File: src/rtl/alu_pkg.sv
// alu_pkg: shared op codes, FSM states and width default for the serial ALU
package alu_pkg;
  localparam int WIDTH = 32;
  localparam logic [2:0] OP_AND  = 3'b000;
  localparam logic [2:0] OP_OR   = 3'b001;
  localparam logic [2:0] OP_XOR  = 3'b010;
  localparam logic [2:0] OP_NOR  = 3'b011;
  localparam logic [2:0] OP_SLT  = 3'b100;
  localparam logic [2:0] OP_ADD  = 3'b101;
  localparam logic [2:0] OP_SUB  = 3'b110;
  localparam logic [2:0] OP_NONE = 3'b111;
  typedef enum logic [1:0] {IDLE, RUN, SLT_FIX, DONE} state_e;
  function automatic logic inv_b(input logic [2:0] op);
    return (op == OP_SUB) || (op == OP_SLT);
  endfunction
endpackage

File: src/rtl/alu_serial_slice.sv
// alu_serial_slice: combinational 1-bit ALU slice
// Ports: a, b (already inverted by caller for sub/slt), cin, op -> res, cout
module alu_serial_slice
  import alu_pkg::*;
(
  input  logic       a,
  input  logic       b,
  input  logic       cin,
  input  logic [2:0] op,
  output logic       res,
  output logic       cout
);
  logic w_sum;
  assign w_sum = a ^ b ^ cin;
  assign cout  = (a & b) | (a & cin) | (b & cin);
  assign res   = op == OP_AND ? a & b :
                 op == OP_OR  ? a | b :
                 op == OP_XOR ? a ^ b :
                 op == OP_NOR ? ~(a | b) :
                 op == OP_NONE ? 1'b0 : w_sum;
endmodule

File: src/rtl/alu_serial_ctrl.sv
// alu_serial_ctrl: sequences one 1-bit slice LSB-first to produce a WIDTH-bit ALU result
// Ports: clk, rst_n (async low); start_valid/start_ready with op, a, b;
//        done_valid/done_ready with result, zero; busy = not idle
module alu_serial_ctrl
  import alu_pkg::*;
#(
  parameter int WIDTH = alu_pkg::WIDTH,
  parameter int CNT_W = $clog2(WIDTH)
) (
  input  logic             clk,
  input  logic             rst_n,
  input  logic             start_valid,
  output logic             start_ready,
  input  logic [2:0]       op,
  input  logic [WIDTH-1:0] a,
  input  logic [WIDTH-1:0] b,
  output logic [WIDTH-1:0] result,
  output logic             zero,
  output logic             done_valid,
  input  logic             done_ready,
  output logic             busy
);
  state_e           r_state;
  logic [WIDTH-1:0] r_a_sh, r_b_sh, r_result;
  logic [CNT_W-1:0] r_cnt;
  logic [2:0]       r_op;
  logic             r_carry, r_a_msb, r_b_msb, r_diff_msb, r_zero, r_done_valid;
  logic             w_b, w_res, w_cout, w_lt;
  assign w_b = inv_b(r_op) ? ~r_b_sh[0] : r_b_sh[0];
  // signed compare without overflow: differing signs decide directly
  assign w_lt = (r_a_msb ^ r_b_msb) ? r_a_msb : r_diff_msb;
  alu_serial_slice u_slice (
    .a   (r_a_sh[0]),
    .b   (w_b),
    .cin (r_carry),
    .op  (r_op),
    .res (w_res),
    .cout(w_cout)
  );
  assign result      = r_result;
  assign zero        = r_zero;
  assign done_valid  = r_done_valid;
  assign busy        = r_state != IDLE;
  assign start_ready = r_state == IDLE;
  always_ff @(posedge clk or negedge rst_n) begin
    if (!rst_n) begin
      r_state      <= IDLE;
      r_a_sh       <= '0;
      r_b_sh       <= '0;
      r_result     <= '0;
      r_cnt        <= '0;
      r_op         <= '0;
      r_carry      <= 1'b0;
      r_a_msb      <= 1'b0;
      r_b_msb      <= 1'b0;
      r_diff_msb   <= 1'b0;
      r_zero       <= 1'b0;
      r_done_valid <= 1'b0;
    end else begin
      case (r_state)
        IDLE: if (start_valid) begin
          r_a_sh  <= a;
          r_b_sh  <= b;
          r_op    <= op;
          r_cnt   <= '0;
          r_carry <= inv_b(op);
          r_state <= RUN;
        end
        RUN: begin
          r_result <= {w_res, r_result[WIDTH-1:1]};
          r_a_sh   <= r_a_sh >> 1;
          r_b_sh   <= r_b_sh >> 1;
          r_carry  <= w_cout;
          r_cnt    <= r_cnt + 1'b1;
          if (r_cnt == CNT_W'(WIDTH - 1)) begin
            r_a_msb    <= r_a_sh[0];
            r_b_msb    <= r_b_sh[0];
            r_diff_msb <= w_res;
            r_state    <= r_op == OP_SLT ? SLT_FIX : DONE;
          end
        end
        SLT_FIX: begin
          r_result <= {{(WIDTH-1){1'b0}}, w_lt};
          r_state  <= DONE;
        end
        DONE: begin
          // done_valid rises one cycle after entering DONE; ready is only honoured once it is up
          if (r_done_valid && done_ready) begin
            r_done_valid <= 1'b0;
            r_zero       <= 1'b0;
            r_state      <= IDLE;
          end else begin
            r_done_valid <= 1'b1;
            r_zero       <= ~|r_result;
          end
        end
        default: r_state <= IDLE;
      endcase
    end
  end
endmodule
File: config.mk
export PLATFORM = sky130hd
export DESIGN_NAME = alu_serial_ctrl
export DESIGN_NICKNAME = d
export VERILOG_FILES = /design/src/rtl/alu_pkg.sv /design/src/rtl/alu_serial_slice.sv /design/src/rtl/alu_serial_ctrl.sv
export SDC_FILE = /design/constraint.sdc
export NUM_CORES = 1
export LEC_CHECK = 0
export ABC_AREA = 1
export CAP_MARGIN = 10
export CORE_MARGIN = 10
export CORE_UTILIZATION = 35
export DETAILED_ROUTE_END_ITERATION = 6
export PLACE_DENSITY_LB_ADDON = 0.15
export SKIP_LAST_GASP = 1
export SYNTH_ARGS = -nofsm -noshare
export SYNTH_HDL_FRONTEND = slang
export SYNTH_SLANG_ARGS = --single-unit
File: constraint.sdc
create_clock -name clk -period 4.7 [get_ports clk]
set_input_delay 0.705 -clock clk [delete_from_list [all_inputs] [get_ports clk]]
set_output_delay 0.705 -clock clk [all_outputs]
set_load 0.03 [all_outputs]
==> flow_summary_export.csv, run 1 <==
group,metric,value,unit
run_status,status,"complete, no violations",
sta,rsz0062_at_grt,"no",
place,port_buffers,106,
logic_synthesis,synth_seq_cells,112,
sta,fin_ws,1.79,ns
logic_synthesis,ys_warn_count,0,
critical_path,r2r_slack,1.79,ns
critical_path,crit_type,"reg -> reg",
detailed_routing,drcViolationCount,0,
cts,insertion_delay,0.35,ns
logic_synthesis,yosysUniqueCellTypes,24,
finish,diodes,0,
place,dp_hpwl,8560,um
finish,drive_gt1_frac,0.0379,
die,pin_count,107,
detailed_routing,antenna_left,0,
global_route,antenna_found_initial,0,
detailed_routing,dr.pass1.iters,5,
cts,htreeDepth,3,
place,dp_slack,1.78,ns
die,initial_core_util,0.362,
power,power_frac_comb,0.466,
logic_synthesis,syn_inst,594,
cts,cts_made_buffers,9,
die,coreArea,14000,sq um
critical_path,timing.rr.start,"r_state[1]$_DFFE_PN0P_",
die,die-width,140,um
cts,cts_hold_buf,0,
critical_path,worstPathArrival,3.18,ns
sta,skew,0.00438,ns
detailed_routing,vias_per_cell,4.85,
cts,cts_root_buffer,"clkbuf_16",
sta,finalHoldViolCount,0,
finish,area.sequential,2800,sq um
global_route,grt.overflow.total,0,
die,fp.dieH,140,um
cts,post_cts_resized,0,
min_path,hold_path.class,"in -> async",
critical_path,cp_cell_sequence,"inv_1 -> ha_2 -> inv_2 -> o21ai_4 -> buf_4 -> nor2_1 -> a31oi_1",
logic_synthesis,syn_area,5080,sq um
power,clkPwrFrac,0.175,
die,num_rows,43,
global_route,grt_max_degree,70,
global_route,grt_pass1_wl,20700,um
finish,mostFrequentLayoutCells,"nand2_1, dfrtp_1, clkdlybuf4s50_1",
critical_path,critPathMaxFanout,68,
detailed_routing,wl_per_cell,14.0,um
critical_path,startpoint,"r_state[1]$_DFFE_PN0P_",
cts,cts_tree,"done",
die,dieArea,19700,sq um
detailed_routing,wirelength,12100,um
power,power_density,680,nW/um^2
detailed_routing,drt_iter0_drc,268,
global_route,grt.total_usage,0.125,
power,intPower,2.54,mW
sta,setup-tns-final,0,ns
place,gp_congestion,0.756,
cts,cts.path.max_buffers,2,
critical_path,ff2ff_path_depth,7,
sta,fmax,343,MHz
sta,setup_violations,0,
cts,cts_sinks,112,
critical_path,worst_path_max_delay_cell,"o21ai_4",
finish,fillers,1398,
sta,drv_slew,0,
global_route,grt_pass1_vias,4184,
finish,nets,761,
detailed_routing,dr_total_vias,4201,
power,p_leak,2.86,nW
logic_synthesis,syn_nets,674,
cts,postCtsSetupRepairBufs,0,
logic_synthesis,yosysSeqAreaShare,0.552,
sta,slew_headroom,0.236,
power,p_seq_frac,0.358,
power,vdd_drop_max,0.000255,V
flow_run,cap_violations,0,
critical_path,required,4.97,ns
critical_path,cp-start-kind,"flop",
sta,min_period_over_period,0.620,
cts,cts.clk_slew.worst_paths,0.07,ns
finish,multi_input_comb_area,1880,sq um
logic_synthesis,avgSynthCellArea,8.55,sq um
power,p_sw_frac,0.426,
power,p_switching,1.89,mW
finish,layout_commonest_cell,"nand2_1",
sta,tightest_slew,1.15,ns
sta,min_period,2.91,ns
critical_path,worst_setup_path_end_kind,"flop",
critical_path,critical_path.max_stage_delay,0.81,ns
finish,area_delta_synth_final,28.2,%
critical_path,rr_endpoint,"r_b_sh[21]$_DFFE_PN0P_",
==> synthesized netlist by cell type <==
library cell  number  area share
buf_4              2      0.0030
o22ai_1           30       0.037
ha_1               8       0.020
nor3_1             1     0.00098
fa_1               1      0.0039
o21ai_2            1      0.0017
clkbuf_1          13      0.0096
xor2_1             1      0.0017
a21boi_0           1      0.0015
o21ai_1            1     0.00098
nand4_1            5      0.0062
dfrtp_1          112        0.55
o21ai_0           14       0.014
buf_6              6       0.013
or2_1              1      0.0012
buf_2             15       0.015
a31oi_1           62       0.076
nor2_1            80       0.059
nand3_1           13       0.013
or2_2              2      0.0025
nand2_1          166        0.12
a21oi_1            6      0.0059
inv_1             51       0.038
inv_2              2      0.0015
==> critical path: cells and delay by family, from the launching register on <==
kind	cells	cell delay [ns]
buf+inv	3	1.11
simple gates	1	0.10
compound gates	2	0.98
fa+ha+maj	1	0.19
flops	1	0.42
==> metal layers <==
metal / track usage / routed length (um) / vias up
met3: 0.0531 / 895 / 12
met5: 0 / 0 / -
met2: 0.195 / 5550 / 93
met1: 0.156 / 5550 / 1975
met4: 0.0326 / 135 / 0
li1: - / - / 2121
==> power groups by stage <==
stage	clock, mW	combinational [mW]	sequential, mW
finish	0.776	2.06	1.59
global route	0.845	2.35	1.65
CTS	0.804	2.10	1.59
detailed placement	0	2.09	1.60
global placement	0	2.04	1.59
floorplan	0	1.52	1.67
==> area by class of cell <==
cell class / instances / share of cell area
clock buffer: 14 / 0.0405
clock inverter: 2 / 0.00576
inverter: 53 / 0.0306
multi-input combinational: 393 / 0.289
sequential: 112 / 0.430
tap: 180 / 0.0346
timing repair buffer: 112 / 0.169
==> through the flow <==
step | cells | utilization | area (sq um) | power (mW) | hold slack [ns]
detailed placement | 850 | 0.442 | 6210 | 3.70 | 0.473
CTS | 866 | 0.464 | 6510 | 4.49 | 0.263
global placement | 850 | 0.442 | 6210 | 3.63 | 0.467
global route | 866 | 0.464 | 6510 | 4.84 | 0.283
floorplan | 594 | - | 5080 | 3.19 | 0.409
finish | 866 | 0.464 | 6510 | 4.43 | 0.258
==> kinds of logic (layout without fill, tap and decap cells) <==
family          Yosys count  count (layout)  synth area share
compound gates          115             115             0.137
simple gates            268             268             0.206
flops                   112             112             0.552
buf+inv                  89             181            0.0798
fa+ha+maj                 9               9            0.0237
xor+xnor                  1               1           0.00173
==> worst max-delay path by stage <==
stage | endpoint | slack (ns)
finish | r_b_sh[21]$_DFFE_PN0P_ | 1.79
floorplan | busy | 2.88
detailed placement | r_b_sh[21]$_DFFE_PN0P_ | 1.78
global placement | r_cnt[2]$_DFFE_PN0P_ | 1.87
global route | r_a_sh[31]$_DFFE_PN0P_ | 1.43
CTS | r_b_sh[21]$_DFFE_PN0P_ | 1.76
==> state kept, by name (all words and copies together), names as in the netlist <==
signal      flops
r_b_msb         1
r_state         2
r_cnt           5
r_diff_msb      1
r_b_sh         32
r_carry         1
result         32
r_op            3
done_valid      1
zero            1
r_a_sh         32
r_a_msb         1
Power figures use the tool's default switching activity.
==> run 2, diff against run 1 <==
clock period = 2.85 ns   (was 4.7 ns; I/O delays follow)
==> run 2 against run 1 <==
  * Clock power is 77% higher
  * First-iteration DRC count is 12% higher
  * Utilization is 0.71 points higher
  * Via count is 0.24% lower
  * Sequential power is 65% higher
  * Critical path depth is 3 lower
  * Sequential share of layout area is 0.65 points lower
  * Total power is 69% higher
  * Final cell count is 0.46% higher
  * Final area is 1.5% higher
  * Critical path type is now reg -> out
==> flow_summary_export.csv, run 2 (synthesis gave the netlist of run 1 again) <==
group,metric,value,unit
sta,drv_slew,0,
finish,fillers,1378,
die,fp.dieH,140,um
finish,area_delta_synth_final,30.2,%
sta,tightest_slew,0.931,ns
global_route,grt_max_degree,70,
sta,setup-tns-final,0,ns
critical_path,cp-start-kind,"flop",
detailed_routing,vias_per_cell,4.82,
global_route,grt-busiest-layer,"met2",
sta,finalHoldViolCount,0,
critical_path,startpoint,"r_state[0]$_DFFE_PN0P_",
finish,diodes,0,
sta,skew,0.0101,ns
finish,mostFrequentLayoutCells,"nand2_1, dfrtp_1, clkdlybuf4s50_1",
cts,cts.clk_slew.worst_paths,0.07,ns
critical_path,timing.rr.start,"r_state[0]$_DFFE_PN0P_",
cts,cts.path.max_buffers,2,
finish,multi_input_comb_area,1880,sq um
run_status,status,"complete, no violations",
global_route,grt_pass1_wl,20200,um
sta,setup_violations,0,
detailed_routing,wl_per_cell,13.7,um
finish,finalInstanceArea,6610,sq um
cts,postCtsSetupRepairBufs,0,
finish,area.sequential,2800,sq um
cts,cts_root_buffer,"clkbuf_16",
place,dp_hpwl,8550,um
detailed_routing,drt_iter0_drc,299,
detailed_routing,antenna_left,0,
flow_run,cap_violations,0,
detailed_routing,drcViolationCount,0,
global_route,grt_util_met3,0.0507,
cts,cts_tree,"done",
sta,slew_headroom,0.377,
die,coreArea,14000,sq um
critical_path,critPathMaxFanout,5,
place,gp_congestion,0.788,
critical_path,worstPathArrival,1.98,ns
cts,cts_made_buffers,9,
cts,post_cts_resized,0,
sta,fin_ws,0.445,ns
min_path,hold_path.class,"in -> async",
sta,fmax,416,MHz
detailed_routing,dr.pass1.iters,4,
place,dp_slack,0.657,ns
sta,min_period_over_period,0.844,
global_route,antenna_found_initial,0,
die,die-width,140,um
finish,nets,765,
cts,cts_sinks,112,
cts,insertion_delay,0.36,ns
global_route,grt.total_usage,0.121,
critical_path,worst_setup_path_end_kind,"primary output",
global_route,met1_usage,0.152,
power,vdd_drop_max,0.000462,V
global_route,grt_pass1_vias,4136,
sta,min_period,2.40,ns
die,num_rows,43,
detailed_routing,wirelength,11900,um
die,dieArea,19700,sq um
finish,drive_gt1_frac,0.0449,
critical_path,crit_type,"reg -> out",
critical_path,required,2.42,ns
global_route,grt.overflow.total,0,
die,pin_count,107,
place,port_buffers,106,
power,power_density,1130,nW/um^2
cts,cts_hold_buf,1,
die,initial_core_util,0.362,
place,placed_area,6280,sq um
power,p_leak,2.90,nW
cts,htreeDepth,3,
global_route,use_met2,0.189,
finish,layout_commonest_cell,"nand2_1",
sta,rsz0062_at_grt,"no",
detailed_routing,dr_total_vias,4191,
[run 2: layout make-up]
cell class / instances / area share
sequential: 112 / 0.424
multi-input combinational: 393 / 0.284
timing repair buffer: 116 / 0.179
clock buffer: 10 / 0.0346
tap: 180 / 0.0341
inverter: 53 / 0.0301
clock inverter: 6 / 0.0136
[run 2: final timing paths]
| kind | to | cells past startpoint | slack [ns] |
|---|---|---|---|
| max | busy | 4 | 0.45 |
| min | r_b_sh[7]$_DFFE_PN0P_ | 2 | 0.44 |
| max reg2reg | r_b_sh[6]$_DFFE_PN0P_ | 6 | 0.68 |
| min reg2reg | r_b_msb$_DFFE_PN0P_ | 2 | 0.50 |
| max in group asynchronous | r_a_sh[19]$_DFFE_PN0P_ | 3 | 1.58 |
| min in group clk | r_b_msb$_DFFE_PN0P_ | 2 | 0.50 |
[run 2: per-layer routing]
| metal | routed length (um) | vias to the layer above |
|---|---|---|
| met2 | 5630 | 88 |
| met3 | 883 | 7 |
| met1 | 5330 | 1972 |
| li1 | - | 2124 |
| met4 | 85 | 0 |
| met5 | 0 | - |
[run 2: worst max-delay path: stages, from the launching register on]
cell             delay, ns
dfrtp_1               0.43
inv_1                 0.09
ha_1                  0.30
inv_1                 0.13
clkdlybuf4s50_1       0.68
[run 2: metrics by stage]
stage / cells / util / hold WS, ns / total power [mW]
floorplan: 594 / - / 0.132 / 5.26
global placement: 853 / 0.447 / 0.262 / 6.12
detailed placement: 853 / 0.447 / 0.261 / 6.22
CTS: 870 / 0.471 / 0.445 / 7.61
finish: 870 / 0.471 / 0.442 / 7.48
global route: 870 / 0.471 / 0.455 / 8.18
[run 2: where the power goes]
group          internal (mW)  leakage [nW]  total [mW]  switching, mW
combinational           1.32          1.39        3.49           2.18
sequential              2.24          1.36        2.62          0.378
clock                  0.776         0.153        1.37          0.592
total                   4.33          2.90        7.48           3.14
==> run 3, diff against run 2 <==
clock period = 2.3 ns   (was 2.85 ns; I/O delays follow)
==> run 3 against run 2 <==
  * Routed wire length is 2.8% higher
  * Hold slack better by 0.046 ns
  * Clock skew is 0.00089 ns higher
  * Final cell count is 0.23% higher
  * Utilization hardly changed
  * Final area hardly changed
  * Sequential share of layout area hardly changed
  * Die area stayed put
  * Register-to-register slack worse by 0.34 ns
  * Sequential power is 24% higher
  * Global-route usage is 0.62 points higher
  * Critical path type is now reg -> reg
  * Highest routed layer unchanged
==> flow_summary_export.csv, run 3 (synthesis gave the netlist of run 1 again) <==
group,metric,value,unit
run_status,status,"complete, no violations",
detailed_routing,wirelength,12300,um
cts,cts_tree,"done",
cts,htreeDepth,3,
sta,setup_violations,0,
die,fp.dieH,140,um
critical_path,worst_path_max_delay_cell,"o21ai_4",
power,power_density,1400,nW/um^2
critical_path,cp-start-kind,"flop",
finish,nets,767,
detailed_routing,drt_iter0_drc,263,
finish,layout_commonest_cell,"nand2_1",
place,port_buffers,106,
cts,cts_sinks,112,
global_route,grt.total_usage,0.128,
critical_path,worstPathArrival,2.23,ns
min_path,hold_path.class,"in -> async",
die,dieArea,19700,sq um
finish,drive_gt1_frac,0.0491,
power,p_leak,2.93,nW
finish,mostFrequentLayoutCells,"nand2_1, dfrtp_1, clkdlybuf4s50_1",
global_route,grt_pass1_wl,21500,um
sta,tightest_slew,0.699,ns
global_route,grt_max_degree,70,
global_route,grt.overflow.total,0,
critical_path,crit_family,"compound AO/OA/AOI/OAI gates",
critical_path,cp_cell_sequence,"inv_1 -> ha_1 -> o21ai_4 -> buf_4 -> nor2_1 -> a31oi_1",
cts,cts.path.max_buffers,2,
finish,fin_util,0.471,
detailed_routing,vias_per_cell,4.77,
cts,cts.clk_slew.worst_paths,0.08,ns
finish,area_delta_synth_final,30.2,%
sta,rsz0062_at_grt,"no",
cts,cts_root_buffer,"clkbuf_16",
place,gp_congestion,0.774,
cts,postCtsSetupRepairBufs,0,
global_route,grt_pass1_vias,4272,
sta,setup-tns-final,0,ns
die,num_rows,43,
critical_path,required,2.57,ns
sta,min_period,1.96,ns
finish,diodes,0,
sta,skew,0.0110,ns
sta,slew_headroom,0.534,
detailed_routing,drcViolationCount,0,
sta,hold_ws,0.488,ns
place,dp_hpwl,8690,um
die,pin_count,107,
detailed_routing,dr_total_vias,4161,
sta,finalHoldViolCount,0,
cts,cts_made_buffers,9,
detailed_routing,wl_per_cell,14.1,um
critical_path,path_buf_inv,2,
die,initial_core_util,0.362,
sta,drv_slew,0,
critical_path,worst_setup_path_end_kind,"flop",
detailed_routing,antenna_left,0,
detailed_routing,dr.pass1.iters,4,
global_route,antenna_found_initial,0,
place,placed_area,6300,sq um
die,die-width,140,um
critical_path,critical_path.max_stage_delay,0.59,ns
flow_run,cap_violations,0,
cts,insertion_delay,0.35,ns
power,vdd_drop_max,0.000558,V
sta,min_period_over_period,0.854,
critical_path,crit_type,"reg -> reg",
finish,finalInstanceArea,6610,sq um
sta,fmax,509,MHz
die,coreArea,14000,sq um
critical_path,critPathMaxFanout,22,
## run 3: cell count changes in the layout (fill, tap and decap cells not counted)
cell and change:
clkinv_2 -1, clkbuf_1 -1, dlymetal6s2s_1 +2, buf_4 +2, clkdlybuf4s50_1 -2, inv_8 +4, inv_6 -1, bufinv_16 -2
clkinv_4 +2, clkinvlp_4 -1
## run 3: area by class of cell
cell class | count | area (sq um)
multi-input combinational | 393 | 1880
clock inverter | 7 | 71.3
inverter | 53 | 199
fill | 1357 | 7430
clock buffer | 9 | 225
sequential | 112 | 2800
tap | 180 | 225
timing repair buffer | 118 | 1210
## run 3: metal layers
layer / up-vias / global-route usage / part of all wire
met2: 81 / 0.196 / 0.45
met5: - / 0 / 0
li1: 2132 / - / -
met4: 0 / 0.0424 / 0.013
met1: 1937 / 0.171 / 0.48
met3: 11 / 0.0328 / 0.056
## run 3: stage by stage
stage	setup slack [ns]	instances	power, mW
global placement	0.397	855	7.61
CTS	0.0195	872	9.37
global route	0.153	872	10.1
detailed placement	0.332	855	7.77
floorplan	0.523	594	6.52
finish	0.337	872	9.22
## run 3: worst register-to-register path: cells and delay by family (launching register included)
family / cells / cell delay (ns)
AND/OR/NAND/NOR: 1 / 0.05
buffers and inverters: 2 / 0.41
flip-flops: 1 / 0.41
AO/OA/AOI/OAI: 2 / 0.75
adder cells (fa/ha/maj): 1 / 0.27
## run 3: final timing paths
kind,from,cells after the start,slack [ns],endpoint
max,r_state[0]$_DFFE_PN0P_,6,0.34,r_a_sh[29]$_DFFE_PN0P_
min,rst_n,2,0.49,r_b_sh[9]$_DFFE_PN0P_
max reg2reg,r_state[0]$_DFFE_PN0P_,6,0.34,r_a_sh[29]$_DFFE_PN0P_
min reg2reg,r_b_msb$_DFFE_PN0P_,2,0.49,r_b_msb$_DFFE_PN0P_
max in group asynchronous,rst_n,3,1.09,r_a_sh[15]$_DFFE_PN0P_
min in group clk,r_b_msb$_DFFE_PN0P_,2,0.49,r_b_msb$_DFFE_PN0P_
## run 3: repair_timing
| action | CTS | global route |
|---|---|---|
| resized for setup | 0 | 2 |
| hold buffers | 1 | 0 |
| setup endpoints to repair | 0 | 2 |
| hold endpoints to repair | 32 | 0 |
## run 3: power breakdown
group,internal [mW],switching (mW)
sequential,2.78,0.469
clock,0.775,0.798
combinational,1.65,2.75
